`config.mk`:
```
export PLATFORM = sky130hd
export DESIGN_NAME = regfile_mp
export DESIGN_NICKNAME = d
export VERILOG_FILES = /design/src/rtl/regfile_mp.sv
export SDC_FILE = /design/constraint.sdc
export NUM_CORES = 2
export LEC_CHECK = 0
export CORE_ASPECT_RATIO = 0.75
export CORE_MARGIN = 2
export CORE_UTILIZATION = 55
export DETAILED_ROUTE_END_ITERATION = 8
export PLACE_DENSITY = 0.72
export SETUP_SLACK_MARGIN = 0.4
export SLEW_MARGIN = 40
export SYNTH_ARGS = -nofsm -noshare
export SYNTH_HDL_FRONTEND = slang
export SYNTH_SLANG_ARGS = --single-unit
```
`constraint.sdc`:
```
create_clock -name Clk -period 3.7 [get_ports Clk]
set_clock_uncertainty 0.15 [all_clocks]
set_input_delay 0.74 -clock Clk [delete_from_list [all_inputs] [get_ports Clk]]
set_output_delay 0.74 -clock Clk [all_outputs]
set_load 0.005 [all_outputs]
```
`src/rtl/regfile_mp.sv`:
```
// Multi-port register file: NRD combinational read ports, two write ports (port 1 wins),
// per-register busy scoreboard. Define REGFILE_MP_BYPASS_EN for write-through forwarding.
module regfile_mp #(
  parameter int unsigned DATA_W   = 32,
  parameter int unsigned ADDR_W   = 5,
  parameter int unsigned NRD      = 2,
  parameter int unsigned ZERO_REG = 1
) (
  input  logic                     Clk,
  input  logic                     Rst_n,
  input  logic [NRD*ADDR_W-1:0]    RA,
  output logic [NRD*DATA_W-1:0]    RD,
  output logic [NRD-1:0]           RBusy,
  input  logic                     WE0,
  input  logic [ADDR_W-1:0]        WA0,
  input  logic [DATA_W-1:0]        WD0,
  input  logic                     WE1,
  input  logic [ADDR_W-1:0]        WA1,
  input  logic [DATA_W-1:0]        WD1,
  input  logic                     ResE,
  input  logic [ADDR_W-1:0]        ResA
);

  localparam int unsigned Depth = 1 << ADDR_W;

  logic [DATA_W-1:0] regs_q [Depth];
  logic [DATA_W-1:0] regs_d [Depth];
  logic [Depth-1:0]  busy_q, busy_d;
  logic              we0_ok, we1_ok, res_ok;

  // Address 0 is read-only when hardwired to zero.
  always_comb begin
    we0_ok = WE0  && !(ZERO_REG != 0 && WA0  == '0);
    we1_ok = WE1  && !(ZERO_REG != 0 && WA1  == '0);
    res_ok = ResE && !(ZERO_REG != 0 && ResA == '0);
  end

  always_comb begin
    regs_d = regs_q;
    busy_d = busy_q;
    if (we0_ok) begin
      regs_d[WA0] = WD0;
      busy_d[WA0] = 1'b0;
    end
    if (we1_ok) begin
      regs_d[WA1] = WD1;
      busy_d[WA1] = 1'b0;
    end
    // Reservation applied last so it beats a same-cycle write completion.
    if (res_ok) begin
      busy_d[ResA] = 1'b1;
    end
  end

  always_ff @(posedge Clk or negedge Rst_n) begin
    if (!Rst_n) begin
      for (int i = 0; i < int'(Depth); i++) begin
        regs_q[i] <= '0;
      end
      busy_q <= '0;
    end else begin
      regs_q <= regs_d;
      busy_q <= busy_d;
    end
  end

  for (genvar g = 0; g < int'(NRD); g++) begin : g_rd
    logic [ADDR_W-1:0] ra;
    logic [DATA_W-1:0] rd;
    logic              busy;

    assign ra = RA[g*ADDR_W +: ADDR_W];

    always_comb begin
      rd   = regs_q[ra];
      busy = busy_q[ra];
`ifdef REGFILE_MP_BYPASS_EN
      if (we1_ok && WA1 == ra) begin
        rd   = WD1;
        busy = res_ok && ResA == ra;
      end else if (we0_ok && WA0 == ra) begin
        rd   = WD0;
        busy = res_ok && ResA == ra;
      end
`endif
      if (!Rst_n || (ZERO_REG != 0 && ra == '0)) begin
        rd   = '0;
        busy = 1'b0;
      end
    end

    assign RD[g*DATA_W +: DATA_W] = rd;
    assign RBusy[g]               = busy;
  end

endmodule

```
* After elaboration in Yosys (flattened, before gate mapping)
Cells that the tools add are included.
** Cells by class
- Mux-type cells :: 31
- Reduce and logical (&&, ||, !) cells :: 19
- $lt $le $gt $ge :: 14
- Bitwise gates (word level) :: 9
** Operators by type and width (number)
- 1024-bit bitwise mux :: 2
- 1024-bit two-way mux :: 2
- 32-bit two-way mux :: 11
- 32-bit binary-select mux with 5-bit select :: 2
- 32-bit demux with 5-bit select :: 2
- 32-bit AND :: 2
- 32-bit NOT :: 2
- 32-bit bitwise OR :: 1
- 5-bit by 6-bit less-than comparator with 1-bit output, second input constant :: 5
- 5-bit zero test :: 5
- 6-bit greater-or-equal comparator, second input constant :: 4
- 5-bit NOT with 6-bit output :: 4
- 1-bit demux with 5-bit select :: 3
- 5-bit by 1-bit greater-or-equal comparator with 1-bit output, second input constant :: 3
- 6-bit by 1-bit less-than comparator with 1-bit output, second input constant :: 2
- 1-bit binary-select mux with 5-bit select :: 2
- 1-bit logical AND :: 8
- 1-bit two-way mux :: 7
- 1-bit zero test :: 4
- 1-bit logical OR :: 2
** Storage, ports and cells
- Output and inout bits :: 66
- Input bits :: 94
- Word-level logic and storage cells :: 106
- Bits in registers :: 1056

* Logic depth before layout (Yosys ltp)
- Word-level depth :: 11
- Depth in mapped cells :: 9
- Gate-level depth less buffers :: 4

* Least setup slack after synthesis
No wires, ideal clock.
- Path kind :: input to output
- Start :: input port RA[6]
- End :: output port RBusy[1]
- Stages :: 7
- Data arrival time :: 2.248 ns
- Buffers on the path :: 3
- Data required time :: 2.810 ns
- Setup slack :: 0.562 ns
- Path through :: buf_6 > buf_6 > mux4_1 > mux2_2 > a221oi_2 > a211oi_1 > buf_4
** Between the ends
- Word-level cells in the longest chain between the ends :: 3
- Elaborated cells between the ends (all ways) :: 5
- Classes of those cells :: mux (3); reduce/logical (2)
** Ends and longest elaborated chain
- start, declared :: line 11 : input logic [NRD*ADDR_W-1:0] RA,
- 1-bit binary-select mux with 5-bit select or 5-bit zero test (tied branches) :: line 76, 86
- 1-bit two-way mux (not written as such) or 1-bit logical OR (tied branches) :: line 76, 86
- 1-bit two-way mux (*) :: line 86 : if (!Rst_n || (ZERO_REG != 0 && ra == '0)) begin
- end, declared :: line 13 : output logic [NRD-1:0] RBusy,
Every way passes the cells marked *; elsewhere a longest branch is shown, timed or not. The select of a mux whose other input is x is not followed.

* Worst setup path after layout
- Start :: input port RA[6]
- End :: output port RD[61]
** Between the ends
- Word-level cells in the longest chain between the ends :: 5
- Elaborated cells between the ends (all ways) :: 7
- Classes of those cells :: mux (4); bitwise (1); reduce/logical (2)
** Ends and longest elaborated chain
- 5-bit NOT with 6-bit output (not written as such) :: line 75 : rd = regs_q[ra];
- 32-bit binary-select mux with 5-bit select :: line 75
- 32-bit two-way mux (not written as such) (2 in a row) :: line 75
- 32-bit two-way mux (*) :: line 86
- end, declared :: line 12 : output logic [NRD*DATA_W-1:0] RD,
Marked as above.

==> results.tsv <==
metric	value	unit
run status	finished, violations left	
violated checks	DRC	
CP peak stage delay	0.52	ns
Slew HR	35.6	%
Remaining Overflow, GRT	0	
CTS tree	yes	
Filler cells	8386	
Final Hold Slack	0.180	ns
mux contribution to synthesized area	32.2	%
worst reg-to-reg setup slack	2.57	ns
initial core utilization	55.4	%
Via density	7.41	
Synth Warn #	0	
core area	0.120	mm2
Residual DRC	2	
vias	62100	
PortBufs	159	
DPL Wire Length	178	mm
final worst path period share	98.2	%
Crit-path slowest cell	mux4_2	
register area	0.0264	mm2
pwr dens	501	mW/mm2
total track usage	47.5	%
worst r2r path cells	3	
P_leak	35.9	nW
CTS Root Cell	clkbuf_16	
worst endpoint required time	2.81	ns
Least-Margin Pin Slew	0.965	ns
worst skew pair latency	0.76	ns
Die ar.	0.124	mm2
crit-path cells	buf_16 > buf_16 > buf_4 > mux4_2 > mux2_4 > a221oi_4 > a211oi_2 > buf_4 > buf_6	
1st-pass router iterations	9	
xor/xnor share of the synthesized area	0	%
Final Max Slew Viols	0	
Die Width	405	um
number of distinct library cells after synthesis	66	
Synth Area in Simple Gates	8.83	%
Worst setup SP type	input port	
Main synth FF type	dfrtp_1	
mapped cell area	0.0665	mm2
nets@finish	6741	
Hold Vio Cnt, Final	0	
Max clock buf depth	3	
Final ANT Viol Nets	0	
Seq cells post-synth	1056	
hold_buf cts	0	
CP max FO	7	
crit path DAT	2.74	ns
ys async rst share	100	%
Synth area leaders	dfrtp_1 40%, mux2i_1 18%, mux4_2 12%	
worst reg2reg endpoint	regs_q[605]	
crit path buf inv count	5	
Site Rows	110	
critical path class	in2out	
main combinational cell family by area after synthesis	multiplexers	
Routability Congestion	0.999	
delay-heaviest family, CP	multiplexers	
Post-Syn Instances	6315	
Post-Syn Nets	6409	
largest area contributor in the netlist	dfrtp_1	
HP Class	in2async	
clk slew on worst S/H paths	0.06	ns
vias in the first global route	59500	
first-pass GRT wire length	423	mm
Die Y	305	um
Worst setup EP type	output pin	
final core occ	68.7	%
f_max	275	MHz
share of the synthesized area in the top cell type	39.8	%
Iter 0 DRT Violations	10900	
area taken by multi-input logic gates	0.0381	mm2
Area growth syn-to-layout	23.9	%
Peak supply drop	0.000404	V
Max H-tree Level	3	
final wirelength	302	mm
compound-cell area share of the yosys netlist	13.6	%
number of flops mapped to enable cells by yosys	0	
largest net degree at the start of global routing	129	
max cap viols	0	
CTS Buf Count	109	
Setup violations, final	0	
layout cells sized above 1	27.0	%
worst reg2reg startpoint	regs_q[605]	
fin crit period	3.63	ns
clk sinks	1056	
sequential element share of the synthesized area	39.8	%
antenna violations before repair	17	
unrepaired setup endpoints after global routing	yes	
Adder-Cell Fraction of Synth Area	0	%
drt wl/cell	36.1	um
syn_area_per_cell	10.5	um2
io pins	160	
-- per-stage QoR --
stage	setup slack (ns)	power [mW]	TNS [ns]	std cells	instance area, um2
after floorplan	0.562	23.3	0	6315	66500
after global placement	-0.457	26.6	-15.53	7921	73400
after detailed placement	-0.456	27.2	-15.68	7923	73500
after CTS	0.127	40.2	0	8312	81200
after global routing	0.0785	42.4	0	8360	82300
final	0.0663	41.3	0	8370	82400
-- report_power, final --
group / internal [mW] / leakage, nW / switching (mW)
clock: 7.17 / 1.89 / 5.14
combinational: 6.16 / 21.1 / 5.51
sequential: 14.5 / 12.9 / 2.81
-- cell families after synthesis --
logic type,after synthesis
buffers and inverters,778
AO/OA/AOI/OAI,1460
AND/OR/NAND/NOR,1385
flip-flops,1056
multiplexers,1636
-- synth_stat cells (20+ instances only) --
master and number:
o21ai_1 72, a2bb2oi_1 73, nand3_1 60, nand2_1 636
a221oi_2 33, buf_4 70, a21oi_1 573, a32oi_1 104
clkbuf_1 424, mux2i_1 1193, o21ai_0 382, mux4_1 28
mux4_2 362, a22oi_1 20, dfrtp_1 1056, a211oi_1 33
o221ai_1 89, mux2_2 53, o22a_1 22, buf_2 209
buf_1 33, nor2_1 573, buf_6 34, a31oi_1 28
-- cells in the final DEF (no fill, tap or decap), types with 42 or more instances in the layout --
cell type and instances:
mux4_2 385, buf_6 90, clkdlybuf4s50_1 82, buf_12 205, o21ai_1 71, mux2i_1 1163
a2bb2oi_1 66, mux2_4 42, a21oi_1 559, a32oi_1 104, buf_16 44, nand3_1 52
nand2_1 602, clkbuf_16 118, dfrtp_1 1056, nor2_1 557, o21ai_0 382, buf_4 489
o221ai_2 43
-- worst max path at each step --
stage,startpoint,endpoint,slack (ns),depth (start not counted)
final,RA[6],RD[61],0.07,9
after global routing,RA[6],RD[32],0.08,12
after CTS,RA[6],RD[60],0.13,11
after detailed placement,RA[6],RD[45],-0.46,8
after global placement,RA[6],RD[45],-0.46,8
after floorplan,RA[6],RBusy[1],0.56,7
-- routing by layer --
metal | vias to the layer above | GRT usage, % | wire length (um)
met5 | - | 0.780 | 254
met4 | 24 | 32.1 | 27000
met3 | 1843 | 25.0 | 56400
met2 | 6547 | 61.9 | 117000
met1 | 29700 | 60.5 | 101000
li1 | 23900 | - | -
-- flip-flops by register name, indices dropped and copies added, names as in the netlist --
name    count
busy_q     32
regs_q   1024
-- worst register-to-register path: stages (launching register included) --
cell and delay (ns):
dfrtp_1 0.42, buf_4 0.16, a32oi_1 0.16, a21oi_1 0.10
-- final cells by class --
class | instances | area share [%]
repair buffers | 997 | 14.4
clock inverters | 45 | 0.834
well taps | 1624 | 2.47
clock buffers | 154 | 3.87
flip-flops and latches | 1056 | 32.1
diodes | 11 | 0.0334
multi-input cells | 4481 | 46.3
inverters | 2 | 0.00911
-- what timing repair did --
action | in CTS | in global routing
gates cloned | 29 | 5
setup buffers | 161 | 42
gates resized for setup | 639 | 119
setup endpoints to repair | 66 | 66
pin swaps | 104 | 65
(Power assumes the default switching activity.)
